### src/rtl/ascon_pack.sv
// Shared ASCON definitions: state type, round constants, rounds-select encoding and sequencer
// FSM states.
package ascon_pack;

  localparam int unsigned WordW    = 64;
  localparam int unsigned NumWords = 5;

  typedef logic [NumWords-1:0][WordW-1:0] type_state;

  localparam logic [1:0] ModeP12  = 2'b00;
  localparam logic [1:0] ModeP8   = 2'b01;
  localparam logic [1:0] ModeP6   = 2'b10;
  localparam logic [1:0] ModeRsvd = 2'b11;

  localparam logic [3:0] LastRound = 4'd11;

  localparam logic [7:0] RC [12] = '{
    8'hf0, 8'he1, 8'hd2, 8'hc3, 8'hb4, 8'ha5,
    8'h96, 8'h87, 8'h78, 8'h69, 8'h5a, 8'h4b
  };

  typedef enum logic [1:0] {
    StIdle = 2'd0,
    StRun  = 2'd1,
    StDone = 2'd2
  } type_fsm;

  // Index of the first round applied: pN starts at 12 - N; the reserved code runs as p12.
  function automatic logic [3:0] first_round(input logic [1:0] mode);
    case (mode)
      ModeP8:  first_round = 4'd4;
      ModeP6:  first_round = 4'd6;
      default: first_round = 4'd0;
    endcase
  endfunction

endpackage

### src/rtl/permutation_round.sv
// One combinational ASCON round: constant addition, bitsliced 5-bit S-box, linear diffusion.
module permutation_round
  import ascon_pack::*;
(
  input  type_state  state_i,
  input  logic [3:0] round_i,
  output type_state  state_o
);

  function automatic logic [63:0] ror64(input logic [63:0] x, input int unsigned n);
    ror64 = (x >> n) | (x << (64 - n));
  endfunction

  type_state   w_c;
  type_state   w_s;
  logic [63:0] w_x0, w_x1, w_x2, w_x3, w_x4;
  logic [63:0] w_a0, w_a1, w_a2, w_a3, w_a4;
  logic [7:0]  w_rc;

  assign w_rc = (round_i <= LastRound) ? RC[round_i] : 8'h00;

  always_comb begin
    w_c          = state_i;
    w_c[2][7:0]  = state_i[2][7:0] ^ w_rc;
  end

  always_comb begin
    w_x0 = w_c[0] ^ w_c[4];
    w_x1 = w_c[1];
    w_x2 = w_c[2] ^ w_c[1];
    w_x3 = w_c[3];
    w_x4 = w_c[4] ^ w_c[3];
    w_a0 = w_x0 ^ (~w_x1 & w_x2);
    w_a1 = w_x1 ^ (~w_x2 & w_x3);
    w_a2 = w_x2 ^ (~w_x3 & w_x4);
    w_a3 = w_x3 ^ (~w_x4 & w_x0);
    w_a4 = w_x4 ^ (~w_x0 & w_x1);
    w_s[0] = w_a0 ^ w_a4;
    w_s[1] = w_a1 ^ w_a0;
    w_s[2] = ~w_a2;
    w_s[3] = w_a3 ^ w_a2;
    w_s[4] = w_a4;
  end

  always_comb begin
    state_o[0] = w_s[0] ^ ror64(w_s[0], 19) ^ ror64(w_s[0], 28);
    state_o[1] = w_s[1] ^ ror64(w_s[1], 61) ^ ror64(w_s[1], 39);
    state_o[2] = w_s[2] ^ ror64(w_s[2], 1)  ^ ror64(w_s[2], 6);
    state_o[3] = w_s[3] ^ ror64(w_s[3], 10) ^ ror64(w_s[3], 17);
    state_o[4] = w_s[4] ^ ror64(w_s[4], 7)  ^ ror64(w_s[4], 41);
  end

endmodule

### src/rtl/ascon_permutation_seq.sv
// Iterative ASCON p12/p8/p6 sequencer: one round per clock with a start/done handshake.
module ascon_permutation_seq
  import ascon_pack::*;
(
  input  logic       clock_i,
  input  logic       resetb_i,
  input  logic       start_i,
  input  logic [1:0] mode_i,
  input  type_state  state_i,
  output type_state  state_o,
  output logic [3:0] round_o,
  output logic       busy_o,
  output logic       done_o
);

  type_fsm    r_fsm,   w_fsm_d;
  logic [3:0] r_cnt,   w_cnt_d;
  logic [3:0] r_round, w_round_d;
  type_state  r_state, w_state_d;

  type_state  w_rnd_in;
  type_state  w_rnd_out;
  logic [3:0] w_rnd_idx;

  // The single round instance is fed from the input port on a start, else from the register.
  always_comb begin
    if (r_fsm == StIdle) begin
      w_rnd_in  = state_i;
      w_rnd_idx = first_round(mode_i);
    end else begin
      w_rnd_in  = r_state;
      w_rnd_idx = r_cnt;
    end
  end

  permutation_round u_round (
    .state_i (w_rnd_in),
    .round_i (w_rnd_idx),
    .state_o (w_rnd_out)
  );

  always_comb begin
    w_fsm_d   = r_fsm;
    w_cnt_d   = r_cnt;
    w_round_d = r_round;
    w_state_d = r_state;
    case (r_fsm)
      StIdle: begin
        if (start_i) begin
          w_state_d = w_rnd_out;
          w_round_d = w_rnd_idx;
          w_cnt_d   = w_rnd_idx + 4'd1;
          w_fsm_d   = (w_rnd_idx == LastRound) ? StDone : StRun;
        end
      end
      StRun: begin
        w_state_d = w_rnd_out;
        w_round_d = r_cnt;
        // Counter holds at 11 so it never leaves the 0..11 range.
        if (r_cnt == LastRound) w_fsm_d = StDone;
        else                    w_cnt_d = r_cnt + 4'd1;
      end
      StDone:  w_fsm_d = StIdle;
      default: w_fsm_d = StIdle;
    endcase
  end

  always_ff @(posedge clock_i or negedge resetb_i) begin
    if (!resetb_i) begin
      r_fsm   <= StIdle;
      r_cnt   <= 4'd0;
      r_round <= 4'd0;
      r_state <= '0;
    end else begin
      r_fsm   <= w_fsm_d;
      r_cnt   <= w_cnt_d;
      r_round <= w_round_d;
      r_state <= w_state_d;
    end
  end

  assign state_o = r_state;
  assign round_o = r_round;
  assign busy_o  = (r_fsm == StRun);
  assign done_o  = (r_fsm == StDone);

endmodule

### config.mk
export PLATFORM = sky130hd
export DESIGN_NAME = ascon_permutation_seq
export DESIGN_NICKNAME = d
export VERILOG_FILES = /design/src/rtl/ascon_pack.sv /design/src/rtl/permutation_round.sv /design/src/rtl/ascon_permutation_seq.sv
export SDC_FILE = /design/constraint.sdc
export NUM_CORES = 2
export LEC_CHECK = 0
export CORE_AREA = 2 2 255 257
export DETAILED_ROUTE_END_ITERATION = 16
export DIE_AREA = 0 0 257 259
export GPL_TIMING_DRIVEN = 0
export PLACE_DENSITY = 0.75
export RECOVER_POWER = 25
export SLEW_MARGIN = 20
export SYNTH_ARGS = -nofsm -noshare
export SYNTH_HDL_FRONTEND = slang
export SYNTH_SLANG_ARGS = --single-unit
### constraint.sdc
create_clock -name clock_i -period 3.76 [get_ports clock_i]
set_input_delay 0.752 -clock clock_i [delete_from_list [all_inputs] [get_ports clock_i]]
set_output_delay 0.752 -clock clock_i [all_outputs]
set_load 0.02 [all_outputs]
# After elaboration in Yosys (flattened, before gate mapping)
# Memory sizes are Yosys's and may differ from the RTL's.
# Index checks and enable logic that the tools add are counted.
# word_totals
reg_bits	330
rom_bits	128
in_bits	325
output_inout_bits	326
wordCells	88
mem_count	1
# memory_table
memory	words	word_bits	rd	rd_ports_with_merged_regs	write_ports	line	rtl
(name not given)	16	8	1	0	0	permutation_round.sv:20	assign w_rc = (round_i <= LastRound) ? RC[round_i] : 8'h00;
# classes
n_addsub	2
n_lt_le_gt_ge	2
n_eq_ne	9
n_mux	17
bitwise	44
n_reduce_logical	5
# ops
operator	count
$xor 64x64->64	21
$mux 320	2
$pmux 320 s2	1
$not 64->64	6
$and 64x64->64	5
$or 23x64->64	1
$or 25x64->64	1
$or 3x64->64	1
$or 36x64->64	1
$or 45x64->64	1
$or 47x64->64	1
$or 54x64->64	1
$or 57x64->64	1
$or 58x64->64	1
$or 63x64->64	1
$mux 8	3
$mux 4	4
$pmux 4 s2	2
$add 4x1->4 const B	2
$eq 4x4->1 const B	2
$xor 8x8->8	1
$mux 2	3
$pmux 3 s2	1
$ge 5x5->1 const B	1
other kinds (11)	15

# Depth between registers and ports, before layout
# logic_depth
word_depth	19
depth_mapped	14
ltp_nobuf	11

# Hierarchy
# From an unflattened synthesis, not the netlist that was laid out.
# unflattened
hier_cells	4279
area_unflattened_um2	31054.8
# modules_own_cells
mod	instances	cells_per_inst	area_each_um2	seq_area_each_um2
ascon_permutation_seq	1	2434	16442.0	8257.9
permutation_round	1	1845	14612.8	0.0

# Least setup slack after synthesis
# No wires, ideal clock.
# synth_path
path_type	register -> register
start	reg r_fsm[0]
end	reg r_state, in the netlist state_o[243]
setup_time_ns	0.132
arrival_ns	3.002
required_ns	3.628
setup_slack_ns	0.626
path_stages_with_launch	14
n_path_buf	5
period_less_slack_ns	3.134
path_cell_list	dfrtp_1 nor2_2 buf_6 buf_6 buf_2 clkbuf_1 buf_1 o21ai_0 ha_1 xor2_1 xor2_1 xor2_1 xnor2_1 o21ai_1
# synth_between
elab_chain_len	15
elab_cells_between_ends	30
cone_classes	1 x order compare; 2 x eq/ne; 7 x mux; 16 x bitwise; 3 x reduce/logical; 1 x memory
# synth_lines
element	line	rtl
from (decl)	ascon_permutation_seq.sv:16	type_fsm r_fsm, w_fsm_d;
from (signal assigned)	ascon_permutation_seq.sv:70	r_fsm <= StIdle;
from (signal assigned)	ascon_permutation_seq.sv:75	r_fsm <= w_fsm_d;
$logic_not 2->1	ascon_permutation_seq.sv:27, ascon_permutation_seq.sv:47	
$mux 4	ascon_permutation_seq.sv:27	if (r_fsm == StIdle) begin
$not 4->5 (implied by the code)	permutation_round.sv:20	
$mem_v2 16x8	-	
$mux 8 (implied by the code) (2 in series)	permutation_round.sv:20	
$mux 8	permutation_round.sv:20	
$xor 8x8->8	permutation_round.sv:24	w_c[2][7:0] = state_i[2][7:0] ^ w_rc;
$xor 64x64->64	permutation_round.sv:30	w_x2 = w_c[2] ^ w_c[1];
$xor 64x64->64	permutation_round.sv:35	w_a2 = w_x2 ^ (~w_x3 & w_x4);
$xor 64x64->64	permutation_round.sv:41	w_s[3] = w_a3 ^ w_a2;
$or 47x64->64	permutation_round.sv:11	ror64 = (x >> n) | (x << (64 - n));
$xor 64x64->64	permutation_round.sv:49	state_o[3] = w_s[3] ^ ror64(w_s[3], 10) ^ ror64(w_s[3], 17);
$mux 320	ascon_permutation_seq.sv:49	if (start_i) begin
$pmux 320 s2	ascon_permutation_seq.sv:47	case (r_fsm)
to (signal assigned)	ascon_permutation_seq.sv:78	r_state <= w_state_d;
to (decl)	ascon_permutation_seq.sv:19	type_state r_state, w_state_d;
# Several ways; a longest one is shown, not always the timed one. The select of a mux whose other input is x is not followed.
# A chain may end at the register's enable or synchronous reset.

# Final worst setup path
# layout_path
start	reg r_fsm[0]
end	reg r_state, in the netlist state_o[311]
# layout_between
elab_chain_len	11
elab_cells_between_ends	17
cone_classes	2 x eq/ne; 3 x mux; 9 x bitwise; 3 x reduce/logical
# layout_lines
element	line	rtl
$logic_not 2->1	ascon_permutation_seq.sv:27, ascon_permutation_seq.sv:47	
$mux 320	ascon_permutation_seq.sv:27	
$xor 64x64->64	permutation_round.sv:28	w_x0 = w_c[0] ^ w_c[4];
$not 64->64	permutation_round.sv:37	w_a4 = w_x4 ^ (~w_x0 & w_x1);
$and 64x64->64	permutation_round.sv:37	
$xor 64x64->64	permutation_round.sv:37	
$or 57x64->64	permutation_round.sv:11	
$xor 64x64->64 (2 in series)	permutation_round.sv:50	state_o[4] = w_s[4] ^ ror64(w_s[4], 7) ^ ror64(w_s[4], 41);
$mux 320	ascon_permutation_seq.sv:49	
$pmux 320 s2	ascon_permutation_seq.sv:47	
# Several ways; a longest one is shown, not always the timed one. The select of a mux whose other input is x is not followed.

==> results.toml <==
[status]
outcome = "finished with violations"
violations = "max-capacitance violations, max-slew violations, negative setup slack"

[worst_setup_path]
regToRegSetupSlack_ns = -0.26
crit_fanout = 10
worstPathRequired_ns = 4.22
cp-end-kind = "flip-flop"
crit_type = "flip-flop to flip-flop"
reg2reg_depth = 8
r2r-start = "r_fsm[0]"
cp-start-kind = "flip-flop"
critPathArrivalTime_ns = 4.48
endpoint = "state_o[311]"
cp-startpoint = "r_fsm[0]"
timing.rr.end = "state_o[311]"

[placed_design]
preCtsSetupSlack_ns = -2.13
dp.cells = 4916
portBuffers = 650
place_congestion = 1.10
dp_hpwl_um = 147000

[logic_synthesis]
yosys.area.top_type_share = 0.256
synth-edff-count = 0
synthArstFlopShare = 1.00
synth_nets = 3860
synth_warnings = 0
synth_top_cell_by_area = "dfrtp_1"
yosysSeqAreaShare = 0.256
synth-seq-cells = 330
ys.flop_type = "dfrtp_1"
syn_area_per_cell_um2 = 9.48
syn_area_mm2 = 0.0323
ys_types = 48
synthCells = 3405
synthTopCellsByArea = "dfrtp_1, xnor2_1, xor2_1"

[grt]
grt_pass1_wl_um = 248000
grt_pass1_vias = 30800
gr-usage-all-layers = 0.542
antenna_found_initial = 12
grt_max_degree = 94
gr-total-overflow = 0

[clocking]
cts.sinks = 330
hold_buffers = 0
cts_buffers = 45
clockRootBuffer = "clkbuf_16"
cts_buffer_depth = 3
insertion_delay_ns = 0.61
h-tree-depth = 2
cts_tree = "done"
cts.reportedPaths.clkPinSlew_ns = 0.06

[route]
avgRoutedWirePerCell_um = 37.1
drt-total-wl_um = 188000
viasPerCell = 6.45
drt_iter0_markers = 4603
antenna_left = 0
route.vias.total = 32600
drc = 0
firstDrtPassIters = 8

[die]
core_region_area_mm2 = 0.0639
ios = 651
die_w_um = 257
initial_core_util = 0.505
dieArea_mm2 = 0.0666
die_h_um = 259
rows = 93

[timing]
max-slew-margin-rel = -0.277
final.setup_skew_ns = 0.0351
final_hold_viol_count = 0
clock.fmax_mhz = 249
period_needed_ns = 4.02
tightest_slew_ns = 1.92
finalMaxSlewViolations = 72
fin_crit_sh = 1.07
worst_slack_ns = -0.264
final-setup-viol-count = 75

[layout]
fin_cells = 5061
final_nets = 4615
finalCoreUtilization = 0.706
area_growth_syn_to_layout_pct = 39.6
fillers = 4770
drive_above_1_share = 0.150

[flow_run]
maxCapViolCount = 1

[min_path]
worstHoldPathType = "flip-flop to flip-flop"
min-delay-start = "round_o[1]"
-- area by class of cell --
class,instances,area (um^2),area share
Tap cell,855,1070,0.0237
Clock inverter,27,475,0.0105
Sequential cell,330,8260,0.183
Buffer,139,896,0.0199
Inverter,7,26.3,0.000583
Clock buffer,54,1200,0.0266
Multi-Input combinational cell,2928,26000,0.577
Timing Repair Buffer,709,7120,0.158
Antenna cell,12,30.0,0.000666
-- routing by layer --
metal	part of all wire	global-route usage
met1	0.34	0.648
met3	0.15	0.195
met5	0.000069	0
met4	0.10	0.455
met2	0.41	0.776
-- cells in the final DEF (no fill, tap or decap), types with 83 or more instances in the layout --
| master | n |
|---|---|
| ha_1 | 130 |
| dfrtp_1 | 328 |
| clkdlybuf4s50_1 | 649 |
| nand3_1 | 83 |
| xnor2_1 | 629 |
| xnor2_2 | 177 |
| xor2_1 | 295 |
| nand2_1 | 481 |
| nor3_1 | 85 |
| o21ai_1 | 255 |
| mux2i_1 | 224 |
-- worst max-delay path, stage by stage, from the launching register on --
cell	delay (ns)
dfrtp_2	0.48
nor2_4	0.24
buf_2	0.67
mux2_2	0.43
ha_1	0.35
xnor2_1	0.82
xor2_1	0.57
xnor2_1	0.20
o21ai_1	0.09
-- worst min path at each step --
| stage | to | slack, ns | depth (start not counted) |
|---|---|---|---|
| after floorplan | r_cnt[0] | 0.46 | 0 |
| after global placement | round_o[1] | 0.47 | 2 |
| after detailed placement | round_o[1] | 0.47 | 2 |
| after CTS | state_o[162] | 0.16 | 1 |
| after global routing | round_o[2] | 0.52 | 2 |
| final | round_o[1] | 0.49 | 2 |
-- kinds of logic (layout without fill, tap and decap cells) --
logic type,count (synthesis),in the layout,share of synthesized area
AOI/OAI and AO/OA,408,408,0.0730
xor gates and xnor gates,1234,1234,0.363
adders and majority gates,140,140,0.0535
buffers and inverters,147,936,0.0241
DFF,330,330,0.256
muxes,358,358,0.121
other,0,12,0
and+or+nand+nor,788,788,0.110
-- Yosys cell counts, types with 3 or more instances --
cell and count:
o21ai_0 73, nand2_1 481, nand3b_1 26, nor3_1 85, o21ai_1 255, inv_1 7, o211ai_1 3, nor2b_1 69
xor2_2 3, xnor2_1 752, dfrtp_1 330, mux2_2 68, xor2_1 364, buf_2 24, a21oi_1 12, mux2i_2 31
o311a_1 40, buf_6 21, clkbuf_1 83, nor3b_1 26, mux2i_4 6, nand3_1 83, a22o_1 3, mux2i_1 227
o311ai_1 12, xnor2_2 112, buf_4 10, mux2_1 26, maj3_1 10, ha_1 130, nor2_1 12
-- flip-flops by register name (all words and copies together) (netlist names) --
name	cells
r_cnt	4
r_fsm	2
round_o	4
state_o	320
-- through the flow --
| step | hold slack, ns | area [um^2] | setup TNS, ns |
|---|---|---|---|
| after global placement | 0.470 | 39900 | -5096.82 |
| after floorplan | 0.456 | 32300 | 0 |
| after CTS | 0.157 | 44200 | -0.00139 |
| final | 0.489 | 45100 | -4.57 |
| after global routing | 0.519 | 45000 | -0.561 |
| after detailed placement | 0.470 | 40100 | -348.30 |
-- timing repair --
action	CTS	global route
pin swaps	35	15
endpoints found under the setup margin	314	118
buffers inserted	26	27
cloned	0	0
resized for setup	276	76
Power is left out: the tool's default activity adds up to more than one toggle a clock period on the data nets, which glitch-free logic cannot reach.
